==> src/rtl/peak_hold_ram_ctrl.sv <==
// Peak-hold level store on a single-port, registered-read RAM: samples raise an entry
// to the running maximum, readouts return one entry, decay ticks sweep every entry down.
module peak_hold_ram_ctrl #(
  parameter int unsigned WIDTH       = 16,
  parameter int unsigned CHANNELS    = 32,
  parameter int unsigned DECAY_SHIFT = 4
) (
  input  logic                        clk,
  input  logic                        reset_n,
  input  logic                        sample_valid,
  output logic                        sample_ready,
  input  logic [$clog2(CHANNELS)-1:0] sample_ch,
  input  logic [WIDTH-1:0]            sample_level,
  input  logic                        rd_req,
  output logic                        rd_ready,
  input  logic [$clog2(CHANNELS)-1:0] rd_ch,
  output logic                        rd_valid,
  output logic [WIDTH-1:0]            rd_level,
  input  logic                        decay_tick,
  output logic [$clog2(CHANNELS)-1:0] ram_addr,
  output logic                        ram_write_en,
  output logic [WIDTH-1:0]            ram_write_data,
  input  logic [WIDTH-1:0]            ram_read_data,
  output logic                        busy
);

  localparam int unsigned AW = $clog2(CHANNELS);
  localparam int unsigned IW = AW + 1;
  localparam logic [AW-1:0] LAST_CH  = AW'(CHANNELS - 1);
  localparam logic [IW-1:0] INIT_END = IW'(CHANNELS);

  typedef enum logic [2:0] {
    INIT, IDLE, S_RD, S_WR, R_RD, R_RSP, D_RD, D_WR
  } state_t;

  state_t           state, state_n;
  logic [IW-1:0]    init_idx, init_idx_n;
  logic [AW-1:0]    sweep_idx, sweep_idx_n;
  logic             sweep_pend, sweep_pend_n;
  logic             resweep, resweep_n;
  logic [WIDTH-1:0] level_q, level_n;
  logic [AW-1:0]    addr_n;
  logic             we_n;
  logic             rd_valid_n;
  logic             sweep_end;
  logic [WIDTH-1:0] decay_step;
  logic [WIDTH-1:0] decay_val;
  logic [WIDTH-1:0] max_val;

  // Handshake and RAM control flops mirror the state they belong to, so reset forces them idle.
  always_ff @(posedge clk or negedge reset_n) begin
    if (!reset_n) begin
      state        <= INIT;
      init_idx     <= '0;
      sweep_idx    <= '0;
      sweep_pend   <= 1'b0;
      resweep      <= 1'b0;
      level_q      <= '0;
      ram_addr     <= '0;
      ram_write_en <= 1'b0;
      rd_valid     <= 1'b0;
      sample_ready <= 1'b0;
      busy         <= 1'b1;
    end else begin
      state        <= state_n;
      init_idx     <= init_idx_n;
      sweep_idx    <= sweep_idx_n;
      sweep_pend   <= sweep_pend_n;
      resweep      <= resweep_n;
      level_q      <= level_n;
      ram_addr     <= addr_n;
      ram_write_en <= we_n;
      rd_valid     <= rd_valid_n;
      sample_ready <= (state_n == IDLE);
      busy         <= (state_n != IDLE);
    end
  end

  always_comb begin
    state_n      = state;
    init_idx_n   = init_idx;
    sweep_idx_n  = sweep_idx;
    sweep_pend_n = sweep_pend;
    resweep_n    = resweep;
    level_n      = level_q;
    addr_n       = ram_addr;
    we_n         = 1'b0;
    rd_valid_n   = 1'b0;
    sweep_end    = 1'b0;

    case (state)
      INIT: begin
        if (init_idx == INIT_END) begin
          state_n = IDLE;
        end else begin
          we_n       = 1'b1;
          addr_n     = init_idx[AW-1:0];
          init_idx_n = init_idx + IW'(1);
        end
      end
      IDLE: begin
        if (sample_valid) begin
          state_n = S_RD;
          addr_n  = sample_ch;
          level_n = sample_level;
        end else if (rd_req) begin
          state_n = R_RD;
          addr_n  = rd_ch;
        end else if (sweep_pend) begin
          state_n = D_RD;
          addr_n  = sweep_idx;
        end
      end
      S_RD: begin
        state_n = S_WR;
        we_n    = 1'b1;
      end
      S_WR:  state_n = IDLE;
      R_RD: begin
        state_n    = R_RSP;
        rd_valid_n = 1'b1;
      end
      R_RSP: state_n = IDLE;
      D_RD: begin
        state_n = D_WR;
        we_n    = 1'b1;
      end
      D_WR: begin
        state_n = IDLE;
        if (sweep_idx == LAST_CH) sweep_end = 1'b1;
        else                      sweep_idx_n = sweep_idx + AW'(1);
      end
      default: state_n = INIT;
    endcase

    // A tick landing on the final step counts as the coalesced re-sweep request.
    if (sweep_end) begin
      if (resweep || decay_tick) begin
        sweep_idx_n = '0;
        resweep_n   = 1'b0;
      end else begin
        sweep_pend_n = 1'b0;
      end
    end else if (decay_tick) begin
      if (!sweep_pend) begin
        sweep_pend_n = 1'b1;
        sweep_idx_n  = '0;
      end else begin
        resweep_n = 1'b1;
      end
    end
  end

  // Write data needs the RAM word that arrives in the write cycle itself.
  always_comb begin
    decay_step = ram_read_data >> DECAY_SHIFT;
    if (decay_step == '0) decay_step = WIDTH'(1);
    decay_val = (ram_read_data == '0) ? '0 : ram_read_data - decay_step;
    max_val   = (ram_read_data > level_q) ? ram_read_data : level_q;

    ram_write_data = '0;
    case (state)
      S_WR:    ram_write_data = max_val;
      D_WR:    ram_write_data = decay_val;
      default: ram_write_data = '0;
    endcase

    rd_level = (state == R_RSP) ? ram_read_data : '0;
  end

  assign rd_ready = sample_ready & ~sample_valid;

endmodule

==> config.mk <==
export PLATFORM = sky130hd
export DESIGN_NAME = peak_hold_ram_ctrl
export DESIGN_NICKNAME = d
export VERILOG_FILES = /design/src/rtl/peak_hold_ram_ctrl.sv
export SDC_FILE = /design/constraint.sdc
export NUM_CORES = 1
export LEC_CHECK = 0
export CAP_MARGIN = 5
export CORE_MARGIN = 4
export CORE_UTILIZATION = 45
export CTS_BUF_LIST = sky130_fd_sc_hd__clkbuf_16
export CTS_CLUSTER_SIZE = 40
export DETAILED_ROUTE_END_ITERATION = 12
export PLACE_DENSITY = 0.77
export SYNTH_ARGS = -nofsm -noshare
export SYNTH_HDL_FRONTEND = slang
export SYNTH_SLANG_ARGS = --single-unit
==> constraint.sdc <==
create_clock -name clk -period 4.9 [get_ports clk]
set_input_delay 0.735 -clock clk [delete_from_list [all_inputs] [get_ports clk]]
set_output_delay 0.735 -clock clk [all_outputs]
set_load 0.03 [all_outputs]
==> results.py <==
metrics = {
    "outcome": {
        "outcome": "completed",
    },
    "die": {
        "die-area_mm2": 0.00884,
        "initial_core_util_pct": 46.1,
        "die_h_um": 94.0,
        "ioPinCount": 89,
        "die_w_um": 94.0,
        "coreArea_mm2": 0.00721,
        "rows": 31,
    },
    "placed_design": {
        "hpwlAfterDp_um": 7500,
        "gp_congestion": 0.872,
        "portBuffers": 88,
    },
    "cells_and_area": {
        "drive_gt1_share_pct": 8.45,
        "layout_commonest_cell": "clkdlybuf4s50_1",
        "seqCellArea_mm2": 0.00103,
        "n_fill_cell": 650,
        "layout.nets": 589,
        "antennaDiodeCount": 0,
        "multiInputGateArea_mm2": 0.00211,
        "synthToLayoutAreaGrowth_pct": 37.4,
        "final_cell_mix": "clkdlybuf4s50_1 (81), a21oi_1 (41), dfrtp_1 (40)",
    },
    "route": {
        "wl_per_cell_um": 15.3,
        "ant_nets": 0,
        "routed_via_density": 5.57,
        "num_vias": 3389,
        "dr.pass1.iters": 5,
        "drc": 0,
        "wirelength_um": 9310,
        "drt_iter0_drc": 111,
    },
    "logic_synthesis": {
        "avgSynthCellArea_um2": 8.14,
        "ys_async_sr_fraction_pct": 100,
        "ys_ff_latch": 41,
        "synth_ff_type": "dfrtp_1",
        "synth_fp_nets": 490,
        "synth_edf_count": 0,
        "seq_area_frac_synth_pct": 30.9,
        "synthesis.area_mm2": 0.00333,
        "ys_warn_count": 0,
        "syn-instance-count": 409,
        "synth_cell_type_count": 56,
    },
    "setup_path": {
        "path_common_cell": "clkdlybuf4s50_1",
        "critPathCaptureType": "output pin",
        "worst-setup-path-type": "in2out",
        "startpoint_type": "primary input",
        "critPathSlowestCell": "clkdlybuf4s50_1",
        "critPathMaxStageDelay_ns": 0.66,
        "path_cells": "clkdlybuf4s50_1, nor4_1, nand3_1, nand2b_1, ha_1, nor2b_1, o31ai_1, a21oi_1, a41oi_1, and2_1, nor3b_1, a221o_1, clkdlybuf4s50_1",
        "r2r_slack_ns": 2.64,
        "crit_path_max_fanout": 3,
        "cp_data_arrival_time_ns": 3.92,
        "crit_required_ns": 4.16,
    },
    "global_route": {
        "gr-total-overflow": 0,
        "antenna_found_initial": 0,
        "grtUsageTotal_pct": 21.0,
        "grt_pass1_vias": 3260,
        "grt_pass1_wl_um": 15000,
        "grt_max_degree": 42,
    },
    "cts": {
        "root_buffer": "clkbuf_16",
        "hold_buffers": 0,
        "cts_buffers": 5,
        "cts_resized": 0,
        "cts_tree": "yes",
        "clk_pin_slew_ns": 0.06,
        "post-cts-setup-buffer-count": 0,
        "clkSinkCount": 41,
        "ctsLongestPathBuffers": 2,
        "clk_latency_ns": 0.28,
        "h-tree-depth": 2,
    },
    "timing": {
        "fin_skew_ns": 0.00627,
        "rsz0062_at_grt": "false",
        "finalSetupTns_ns": 0,
        "slew_headroom_pct": 40.4,
        "hold_slack_ns": 0.480,
        "max_freq_mhz": 215,
        "setup_viol": 0,
        "drv_slew": 0,
        "fin_crit_ns": 4.65,
        "worst_pin_slew_ns": 0.894,
        "finalHoldViolCount": 0,
        "period_share_pct": 94.9,
    },
    "pwr": {
        "leakagePower_nw": 2.08,
        "powerDensity_mw_per_mm2": 484,
        "vdd_ir_drop_max_v": 0.000374,
    },
    "worst_hold_path": {
        "hold_class": "reg2reg",
    },
    "job": {
        "max_cap_viol_count": 0,
    },
}
## routing by layer
layer	share of wire, %	track usage, %	routed length [µm]
met1	43	27.7	4000
met2	48	36.2	4490
met3	7.7	3.37	718
met4	1.1	4.57	102
met5	0	0	0
## synthesized netlist by cell type, drive strengths merged, types with 3 or more instances
master,number,share of area [%]
a21oi,41,6.2
dfrtp,40,30
inv,38,4.3
nand2,36,4.1
ha,33,12
o21ai,32,4.8
nor2,31,3.5
and2,19,3.6
o22ai,15,2.8
nor3,13,2.0
clkbuf,12,1.4
mux2i,9,2.7
nand4,9,1.7
xnor2,9,2.4
a21o,6,1.4
nor4,5,1.1
nor2b,4,0.98
o21a,4,0.90
xor2,4,1.1
a221o,3,0.90
buf,3,0.83
nand2b,3,0.56
or2,3,0.56
## registers in the layout, summed over array words and instances (netlist names)
signal        cells
busy              1
init_idx          6
level_q          16
ram_addr          5
ram_write_en      1
rd_valid          1
resweep           1
sample_ready      1
state             3
sweep_idx         5
sweep_pend        1
## final timing paths
kind | from | endpoint | cells past startpoint
worst max register to register | state[1] | level_q[10] | 4
worst min register to register | ram_addr[1] | ram_addr[1] | 2
max in group asynchronous | reset_n | sweep_idx[4] | 1
worst max-delay path | ram_read_data[14] | ram_write_data[13] | 13
worst min-delay path | ram_addr[1] | ram_addr[1] | 2
min in group asynchronous | reset_n | ram_addr[1] | 1
## cell families after synthesis
| group | after synthesis | share of synthesized area, % |
|---|---|---|
| simple gates | 137 | 21.2 |
| compound gates | 120 | 21.7 |
| buf+inv | 53 | 6.46 |
| flops | 41 | 30.9 |
| fa+ha+maj | 34 | 13.0 |
| xor+xnor | 13 | 3.42 |
| mux | 11 | 3.38 |
## through the flow
stage,total power [W],instance area (µm²),setup WS [ns],std cells,utilization (%)
after CTS,0.00222,4550,0.0804,608,63.0
after global routing,0.00239,4570,0.0319,608,63.4
final,0.00221,4570,0.247,608,63.4
after global placement,0.00188,4400,0.103,600,61.0
after floorplan,0.00145,3330,0.911,409,-
after detailed placement,0.00190,4400,0.106,600,61.0
## where the power goes
| part | internal (W) | switching (W) |
|---|---|---|
| Sequential | 0.000488 | 0.000130 |
| Clock | 0.000187 | 0.000129 |
| Combinational | 0.000546 | 0.000735 |
## worst max-delay path, delay by kind of cell
family | cells | cell delay, ns
buffers and inverters | 2 | 1.11
AND/OR/NAND/NOR | 6 | 0.96
AO/OA/AOI/OAI | 4 | 0.93
adder cells (fa/ha/maj) | 1 | 0.17
## layout make-up
type,count,area share [%]
Clock inverter,3,0.383
Inverter,38,3.12
Sequential cell,41,22.5
Multi-Input combinational cell,315,46.0
Clock buffer,5,2.74
Tap cell,99,2.71
Timing Repair Buffer,107,22.5
Note: power is estimated with default switching activity, not from simulation.
